`config.mk`:
```
export PLATFORM = sky130hd
export DESIGN_NAME = paralelo_serial
export DESIGN_NICKNAME = d
export VERILOG_FILES = /design/src/rtl/paralelo_serial.sv
export SDC_FILE = /design/constraint.sdc
export NUM_CORES = 1
export LEC_CHECK = 0
export BUFFER_PORTS_ARGS = -buffer_cell sky130_fd_sc_hd__clkbuf_2
export CELL_PAD_IN_SITES_DETAIL_PLACEMENT = 0
export CELL_PAD_IN_SITES_GLOBAL_PLACEMENT = 1
export CORE_UTILIZATION = 45
export DETAILED_ROUTE_END_ITERATION = 10
export GPL_TIMING_DRIVEN = 0
export PLACE_DENSITY_LB_ADDON = 0.1
export SLEW_MARGIN = 0
export SYNTH_ARGS = -nofsm -noshare
export SYNTH_HDL_FRONTEND = slang
export SYNTH_SLANG_ARGS = --single-unit
```
`constraint.sdc`:
```
create_clock -name clk -period 2.5 [get_ports clk]
set_clock_uncertainty 0.2 [all_clocks]
set_input_delay 0.5 -clock clk [delete_from_list [all_inputs] [get_ports clk]]
set_output_delay 0.5 -clock clk [all_outputs]
set_load 0.03 [all_outputs]
```
`src/rtl/paralelo_serial.sv`:
```
// Parallel-to-serial converter: 4-word FIFO of 2-bit words drained MSB first,
// one bit per cycle, with a sticky overflow flag for words dropped while full.
module paralelo_serial (
  input  logic       clk,
  input  logic       reset,
  input  logic [1:0] dataIn,
  input  logic       validIN,
  output logic       serialOut,
  output logic       validSerial,
  output logic       empty,
  output logic       overflow
);

  typedef enum logic [1:0] {
    IDLE     = 2'd0,
    SEND_MSB = 2'd1,
    SEND_LSB = 2'd2
  } stateType;

  stateType   state;
  logic [1:0] mem [4];
  logic [1:0] wrPtr;
  logic [1:0] rdPtr;
  logic [2:0] count;
  logic [2:0] countNext;
  logic [1:0] shiftReg;
  logic [1:0] headWord;
  logic       popEn;
  logic       pushEn;
  logic       dropEn;

  // Pop decisions look at the occupancy before this edge's push, so a word
  // written this cycle can never be popped on the same edge.
  always_comb begin
    headWord  = mem[rdPtr];
    popEn     = ((state == IDLE) || (state == SEND_LSB)) && (count != 3'd0);
    pushEn    = validIN && ((count != 3'd4) || popEn);
    dropEn    = validIN && !pushEn;
    countNext = count;
    case ({pushEn, popEn})
      2'b10:   countNext = count + 3'd1;
      2'b01:   countNext = count - 3'd1;
      default: countNext = count;
    endcase
  end

  // Storage array carries data only; pointers and count define what is valid.
  always_ff @(posedge clk) begin
    if (pushEn && !reset) begin
      mem[wrPtr] <= dataIn;
    end
  end

  // Control, shift register and registered outputs
  always_ff @(posedge clk) begin
    if (reset) begin
      state       <= IDLE;
      wrPtr       <= 2'd0;
      rdPtr       <= 2'd0;
      count       <= 3'd0;
      shiftReg    <= 2'd0;
      overflow    <= 1'b0;
      serialOut   <= 1'b0;
      validSerial <= 1'b0;
      empty       <= 1'b1;
    end else begin
      if (pushEn) begin
        wrPtr <= wrPtr + 2'd1;
      end
      if (popEn) begin
        rdPtr <= rdPtr + 2'd1;
      end
      if (dropEn) begin
        overflow <= 1'b1;
      end
      count <= countNext;
      empty <= (countNext == 3'd0);

      case (state)
        IDLE, SEND_LSB: begin
          if (popEn) begin
            shiftReg    <= headWord;
            state       <= SEND_MSB;
            serialOut   <= headWord[1];
            validSerial <= 1'b1;
          end else begin
            state       <= IDLE;
            serialOut   <= 1'b0;
            validSerial <= 1'b0;
          end
        end
        SEND_MSB: begin
          state       <= SEND_LSB;
          serialOut   <= shiftReg[0];
          validSerial <= 1'b1;
        end
        default: begin
          state       <= IDLE;
          serialOut   <= 1'b0;
          validSerial <= 1'b0;
        end
      endcase
    end
  end

endmodule
```
==> flow_summary.ini, run 1 <==
[floorplan]
die_h_um = 51.41
die-area_um2 = 2643
core-area_um2 = 2255
start_util = 0.4872
rows = 17
num_io_pins = 9
die_w_um = 51.41

[drt]
wl_um = 1686
drc = 0
dr_wl_met2_um = 819
first_pass_iters = 2
drt-initial-drc-count = 4
wl_met1_um = 803
wl_per_cell_um = 12.31
met3WireLength_um = 33
drtAntennaViolNets = 0
viasPerCell = 5.051
top_layer = met4
vias = 692

[power]
peakVddDrop_mv = 0.5452
power_density_nw_per_um2 = 1112
switchingPower_w = 0.0004883
p_int_w = 0.0008889
pwr-share-seq = 0.408
clkPwrFrac = 0.204
swShare = 0.3545
p_leak_nw = 0.4692
comb_power_share = 0.388

[worst_setup_path]
startpoint_type = register
r2r_setup_slack_ps = 160
path_cells = buf_2 -> or3_1 -> fa_1 -> nor3b_2 -> a21oi_1 -> o221a_1 -> a21o_1
critical_path.max_fanout = 10
crit_slowest_cell = fa_1
worstPathArrival_ps = 2370
critical_path_required_ps = 2530
critPathMaxStageDelay_ps = 460
cp-end-kind = register
critPathKind = reg2reg

[sta]
setup_viol_count_final = 0
worstMarginPinSlew_ps = 484.0
maxSlewViolCount = 0
timing.setup.tns_ps = 0
fmax_mhz = 426.9
finalHoldViolations = 0
maxSlewHeadroom = 0.6773
hold_ws_ps = 194.6
fin_crit_sh = 0.9370
period_minus_slack_ps = 2343

[global_routing]
grt_pass1_vias = 731
grt_pass1_wl_um = 3167
grt_max_degree = 15
grt_use_total = 0.1669
antenna_found_initial = 0
grt-ovfl-total = 0

[status]
outcome = finished, final reports clean

[layout]
final_cell_count_no_fill = 137
drive_above_1_share = 0.2385
fill_cells = 205
seqCellArea_um2 = 561.8
num-nets-final = 120
area_delta_synth_final_pct = 12.76
multi_input_area_um2 = 503.0
num_antenna_cells = 0

[synth]
ys_warn_count = 0
synth_nets = 107
yosysMostFrequentCell = dfxtp_1
ys_top_cells_by_count = dfxtp_1 (16), nor2_1 (12), edfxtp_1 (8), a21oi_1 (5)
syn_area_per_cell_um2 = 11.33
synth_edf_count = 8
synth_top_area_frac = 0.2916
yosys-top-cells-area = dfxtp_1 (29%), edfxtp_1 (22%), ha_1 (4.6%), mux4_2 (4.1%), nor2_1 (4.1%)
ys_seq_area_frac = 0.5103
synth.distinct_cells = 39
synth_cells = 97
synth.largest_area_cell = dfxtp_1
ys_async_sr_fraction = 0
synth-seq-cells = 24
synth_flop_cell = dfxtp_1
synth.cell_area_um2 = 1099

[clocking]
numCtsBuffers = 3
cts_root_buf = clkbuf_4
clock_latency_ps = 310
clock_sinks = 24
htree_levels = 1
cts_tree = yes
clk_pin_slew_ps = 130
clockBufferDepth = 2
postCtsHoldBufs = 0

[hold_path]
hold_class = in2reg

[run]
maxCapViolCount = 0

[place]
place_hpwl_um = 1274
port_buffers = 8
place.gp.congestion = 0.7148
placed_cells = 133
==> logic make-up (layout without fill, tap and decap cells) <==
kind of cell / count (synthesis) / after routing / share of synthesized area
buffers and inverters: 9 / 21 / 0.04213
adders and majority gates: 5 / 5 / 0.06378
DFF: 24 / 24 / 0.5103
muxes: 4 / 4 / 0.05922
xor gates and xnor gates: 4 / 4 / 0.03873
and+or+nand+nor: 33 / 33 / 0.1674
AOI/OAI and AO/OA: 18 / 18 / 0.1185
==> through the flow <==
stage	total power, W	setup WS [ps]	utilization	area [um^2]
floorplan	0.0009890	141.6	-	1099
detailed placement	0.001103	-67.07	0.5205	1174
global route	0.001492	-14.01	0.5494	1239
CTS	0.001390	111.7	0.5438	1226
finish	0.001377	157.4	0.5494	1239
global placement	0.001090	-17.49	0.5205	1174
==> critical path: cells and delay by family (launching register included) <==
family	cells	cell delay (ps)
AOI/OAI and AO/OA	3	470
buffers and inverters	1	190
DFF	1	380
and+or+nand+nor	2	550
adders and majority gates	1	460
==> per-layer routing <==
| layer | global-route usage | vias to the layer above |
|---|---|---|
| met5 | 0 | - |
| met4 | 0.09459 | 0 |
| met3 | 0.03571 | 4 |
| met2 | 0.2662 | 7 |
| met1 | 0.2072 | 316 |
| li1 | - | 365 |
==> area by class of cell <==
type | count | share of cell area
multi-input cells | 64 | 0.4061
plain buffers | 4 | 0.02222
clock inverters | 1 | 0.02424
repair buffers | 8 | 0.03232
inverters | 5 | 0.01515
well taps | 28 | 0.02828
clock buffers | 3 | 0.01818
flip-flops and latches | 24 | 0.4535
==> timing repair <==
action                                  in CTS  in global routing
setup buffers                                0                  0
endpoints found under the setup margin       0                  1
resized for setup                            0                  3
==> power by group through the flow <==
stage,logic (W),clock network [W],registers [W]
finish,0.000534,0.000281,0.000562
global route,0.000614,0.000300,0.000578
CTS,0.000538,0.000291,0.000560
detailed placement,0.000535,0,0.000568
global placement,0.000522,0,0.000568
floorplan,0.000392,0,0.000597
==> path summary, 6_finish.rpt <==
path | from | to | depth (start not counted)
worst max-delay path | state[0] | empty | 7
worst min-delay path | dataIn[1] | mem[0][1] | 1
worst max register to register | state[0] | empty | 7
worst min register to register | state[1] | state[1] | 1
==> state kept, by name, summed over array words and instances (netlist names), named ones only <==
name / count
mem: 8
count: 3
validSerial: 1
empty: 1
serialOut: 1
shiftReg: 1
overflow: 1
rdPtr: 2
wrPtr: 2
state: 2
==> placed cells by master, fill, tap and decap left out, drive strengths merged, types with 2 or more instances in the layout <==
cell type  instances
nor2              12
edfxtp             8
and2               4
xnor2              3
clkbuf            12
nand2b             2
buf                3
mux4               2
nor3               3
o21ai              3
ha                 4
a21oi              5
mux2i              2
inv                5
or2                2
nand2              2
nor3b              4
dfxtp             16
No activity file was read; power rests on OpenSTA's default activity.
==> run 2: changes to the inputs <==
Settings changed: CORE_MARGIN set to 4, SKIP_LAST_GASP set to 1.
Clock period 2.5 ns to 2.6 ns, I/O delays scaled along.
==> flow_summary.ini, run 2 (synthesis gave the netlist of run 1 again) <==
[worst_setup_path]
worstPathArrival_ps = 2390
r2r-end = empty
r2r_setup_slack_ps = 230
r2r_start = count[0]
cp-end-kind = register
critPathKind = reg2reg
critical_path.max_fanout = 8
critical_path_required_ps = 2620
startpoint_type = register
reg2regPathDepth = 7

[clocking]
cts_root_buf = clkbuf_4
htree_levels = 1
clockBufferDepth = 2
postCtsHoldBufs = 0
cts_tree = yes
cts_resized = 0
clk_pin_slew_ps = 120
clock_sinks = 24
numCtsBuffers = 3
clock_latency_ps = 310
cts_setup_buffers = 0

[floorplan]
die_h_um = 57.41
start_util = 0.4827
die_w_um = 57.41
rows = 17
die-area_um2 = 3296
num_io_pins = 9
core-area_um2 = 2276

[layout]
largest_reg_flops = 8
fill_cells = 211
reg_top3 = mem: 8 flops, count: 3 flops
largest_register = mem
area_delta_synth_final_pct = 9.225
final_cell_count_no_fill = 137
final_common_cell = dfxtp_1
num_antenna_cells = 0
num-nets-final = 120
finalInstanceArea_um2 = 1200
final_cell_mix = dfxtp_1 (16), nor2_1 (12), clkbuf_2 (8), edfxtp_1 (8), a21oi_1 (5)
drive_above_1_share = 0.2018

[drt]
first_pass_iters = 2
viasPerCell = 5.095
wl_per_cell_um = 12.48
wl_um = 1710
vias = 698
drc = 0
drtAntennaViolNets = 0
drt-initial-drc-count = 6

[global_routing]
grt_pass1_vias = 668
grt_max_degree = 14
grt-ovfl-total = 0
grt_pass1_wl_um = 2932
antenna_found_initial = 0
grt_use_total = 0.1150

[sta]
maxSlewViolCount = 0
timing.setup.tns_ps = 0
finalHoldViolations = 0
setup_viol_count_final = 0
rsz0062_at_grt = false
fin_crit_sh = 0.9119
maxSlewHeadroom = 0.6857
worstMarginPinSlew_ps = 471.5
period_minus_slack_ps = 2371
fmax_mhz = 421.8

[run]
maxCapViolCount = 0

[place]
placed_cells = 133
place.gp.congestion = 0.7750
port_buffers = 8
post_dp_cell_area_um2 = 1174
place_hpwl_um = 1276

[hold_path]
hold-path-cell-count = 1
min_from = dataIn[1]
hold_class = in2reg
hold_path_end = mem[3][1]

[power]
power_density_nw_per_um2 = 1006
peakVddDrop_mv = 0.5296
p_leak_nw = 0.4532

[status]
outcome = finished, final reports clean
-- run 2: changes by cell type in the layout (fill, tap and decap cells not counted) --
cell	delta
dfxtp_2	-1
nor4b_1	+1
dfxtp_1	+1
nor3b_2	-1
nor3b_1	+1
nor4b_2	-1
clkinv_1	+1
bufinv_16	-1
-- run 2: per-stage QoR --
| step | util | hold slack, ps | power [W] | setup slack, ps |
|---|---|---|---|---|
| after detailed placement | 0.5157 | 228.6 | 0.001057 | 26.31 |
| after CTS | 0.5272 | 208.3 | 0.001224 | 241.0 |
| after global placement | 0.5157 | 229.3 | 0.001048 | 61.39 |
| after global routing | 0.5272 | 197.1 | 0.001305 | 96.52 |
| final | 0.5272 | 227.5 | 0.001207 | 229.2 |
| after floorplan | - | 205.3 | 0.0009510 | 221.6 |
-- run 2: how the worst max path moves through the flow --
stage	cells after the start	to	from
final	7	empty	count[0]
after global routing	7	empty	count[0]
after CTS	7	empty	count[0]
after detailed placement	8	empty	validIN
after global placement	8	empty	validIN
after floorplan	7	empty	validIN
-- run 2: area by class of cell --
type	count	area [um^2]	area share
well taps	28	35.03	0.02920
inverters	5	18.77	0.01564
multi-input cells	64	491.7	0.4098
plain buffers	4	27.53	0.02294
clock buffers	3	22.52	0.01877
clock inverters	1	3.754	0.003128
repair buffers	8	40.04	0.03337
flip-flops and latches	24	560.5	0.4672
-- run 2: power by group --
part           leakage [nW]  internal [W]  switching, W
Combinational         0.234      0.000223      0.000285
Clock                0.0154     0.0000561      0.000105
Sequential            0.204      0.000472     0.0000664
Total                 0.453      0.000751      0.000456
-- run 2: layer usage --
metal	GRT usage	vias to the layer above	routed length, um
met2	0.1839	10	820
li1	-	362	-
met4	0.02318	0	0
met5	0	-	0
met1	0.1433	326	810
met3	0.05204	0	79
-- run 2: worst max-delay path, stage by stage, from the launching register on --
cell	delay, ps
dfxtp_1	510
nor3_2	120
or3_1	330
fa_1	440
nor3b_1	200
a21oi_1	60
o221a_1	260
a21o_1	150
==> run 3: changes to the inputs <==
Settings changed: ABC_AREA set to 1, CORE_UTILIZATION 45 to 43.
==> flow_summary.ini, run 3 <==
[status]
outcome = finished, final reports clean

[power]
comb_power_share = 0.412
pwr-share-seq = 0.456
power_density_nw_per_um2 = 1043
swShare = 0.4113
total_power_w = 0.001193
clkPwrFrac = 0.132
p_int_w = 0.0007024
switchingPower_w = 0.0004908
p_leak_nw = 0.4998
peakVddDrop_mv = 0.5094

[sta]
timing.setup.tns_ps = 0
setup_viol_count_final = 0
fmax_mhz = 460.1
setup_ws_ps = 426.4
period_minus_slack_ps = 2174
maxSlewHeadroom = 0.8203
rsz0062_at_grt = false
finalHoldViolations = 0
worstMarginPinSlew_ps = 269.2
fin_crit_sh = 0.8360
maxSlewViolCount = 0

[place]
port_buffers = 8
post_dp_cell_area_um2 = 1117
place.gp.congestion = 0.7151
pre_cts_ws_ps = 449.0
place_hpwl_um = 1279

[floorplan]
die_h_um = 57.23
rows = 17
num_io_pins = 9
core-area_um2 = 2255
die_w_um = 57.23
start_util = 0.4623
die-area_um2 = 3275

[global_routing]
grt_max_degree = 14
grt-ovfl-total = 0
grt_pass1_vias = 686
grt_use_total = 0.1167
antenna_found_initial = 0
grt_pass1_wl_um = 2925

[worst_setup_path]
worstPathArrival_ps = 2180
critical_path.max_fanout = 8
startpoint_type = register
cp-end-kind = register
critical_path_required_ps = 2610
critPathKind = reg2reg
r2r_start = count[2]
critical_path.startpoint = count[2]

[synth]
syn_area_per_cell_um2 = 9.390
synth_top_area_frac = 0.3073
ys_top_cells_by_count = inv_1 (18), dfxtp_1 (16), nand2_1 (13), nor2_1 (12), o21ai_0 (9)
synth.largest_area_cell = dfxtp_1
synth-seq-cells = 24
synth_nets = 121
synth_edf_count = 8
ys_async_sr_fraction = 0
yosysMostFrequentCell = inv_1
synth_cells = 111
ys_seq_area_frac = 0.5378
ys_warn_count = 0
synth.distinct_cells = 20
yosys-top-cells-area = dfxtp_1 (31%), edfxtp_1 (23%), inv_1 (6.5%), ha_1 (4.8%), nand2_1 (4.7%)
synth.cell_area_um2 = 1042
synth_flop_cell = dfxtp_1

[drt]
wl_um = 1633
drc = 0
first_pass_iters = 4
drt-initial-drc-count = 24
viasPerCell = 4.762
vias = 719
drtAntennaViolNets = 0
wl_per_cell_um = 10.81

[layout]
largest_reg_flops = 8
reg_top3 = mem: 8 flops, count: 3 flops
largest_register = mem
final_cell_mix = inv_1 (18), dfxtp_1 (16), nand2_1 (13)
finalInstanceArea_um2 = 1144
num_antenna_cells = 0
num-nets-final = 134
drive_above_1_share = 0.1789
area_delta_synth_final_pct = 9.724
final_common_cell = inv_1

[clocking]
htree_levels = 1
clock_latency_ps = 300
cts_resized = 0
cts_tree = yes
clock_sinks = 24
postCtsHoldBufs = 0
clockBufferDepth = 2
numCtsBuffers = 3
cts_root_buf = clkbuf_4
clk_pin_slew_ps = 120
cts_setup_buffers = 0

[hold_path]
min_from = dataIn[0]
hold_class = in2reg

[run]
maxCapViolCount = 0
[run 3: cell types whose count changed after synthesis, sizes merged, moves of 3 or more]
cell   previous run  this run
a21oi             5         8
and2              4         0
buf               3         0
inv               5        19
nand2             2        19
nand3             0         8
nor3              3         0
nor3b             4         0
o21ai             3        10
xnor2             3         0
[run 3: final timing paths]
kind | slack [ps] | to | depth (start not counted)
worst max-delay path | 430 | empty | 12
worst min-delay path | 230 | mem[0][0] | 1
worst max register to register | 430 | empty | 12
worst min register to register | 280 | rdPtr[1] | 2
[run 3: logic make-up (layout without fill, tap and decap cells)]
logic type | count (synthesis) | after routing | synth area share
buffers and inverters | 19 | 31 | 0.06842
xor gates and xnor gates | 1 | 1 | 0.008405
DFF | 24 | 24 | 0.5378
AOI/OAI and AO/OA | 21 | 21 | 0.1104
and+or+nand+nor | 41 | 41 | 0.2077
adders and majority gates | 5 | 5 | 0.06723
[run 3: layout make-up]
type | instances | area (um^2)
Tap cell | 28 | 35.03
Fill cell | 230 | 1111
Inverter | 19 | 71.32
Multi-Input combinational cell | 68 | 410.4
Timing Repair Buffer | 8 | 40.04
Sequential cell | 24 | 560.5
Clock buffer | 3 | 22.52
Clock inverter | 1 | 3.754
[run 3: worst max-delay path, cell delays in order (launching register included)]
cell	delay, ps
dfxtp_1	420
inv_1	70
nand2_2	120
nand2_4	90
inv_2	130
nand2_1	80
fa_1	390
xor2_1	180
nand2_1	70
nand2_1	60
nand2_1	60
a21oi_2	160
nor2_2	40
[run 3: per-stage QoR]
step                std cells  hold WS, ps    util
floorplan                 111        241.9       -
global placement          147        247.4  0.4956
detailed placement        147        256.7  0.4956
CTS                       151        226.1  0.5072
global route              151        206.6  0.5072
finish                    151        233.9  0.5072
[run 3: routing by layer]
layer  routed length (um)  global-route usage  part of all wire
met4                   29             0.07616             0.018
met2                  746              0.1778              0.46
met1                  811              0.1473              0.50
met5                    0                   0                 0
met3                   44             0.02715             0.027
[run 3: power groups by stage]
| stage | Combinational (W) | Sequential (W) | Clock [W] |
|---|---|---|---|
| 2_1_floorplan | 0.000353 | 0.000585 | 0 |
| 3_3_place_gp | 0.000485 | 0.000550 | 0 |
| 3_5_place_dp | 0.000493 | 0.000552 | 0 |
| 4_1_cts | 0.000494 | 0.000543 | 0.000167 |
| 5_1_grt | 0.000556 | 0.000557 | 0.000186 |
| 6_report | 0.000492 | 0.000544 | 0.000158 |
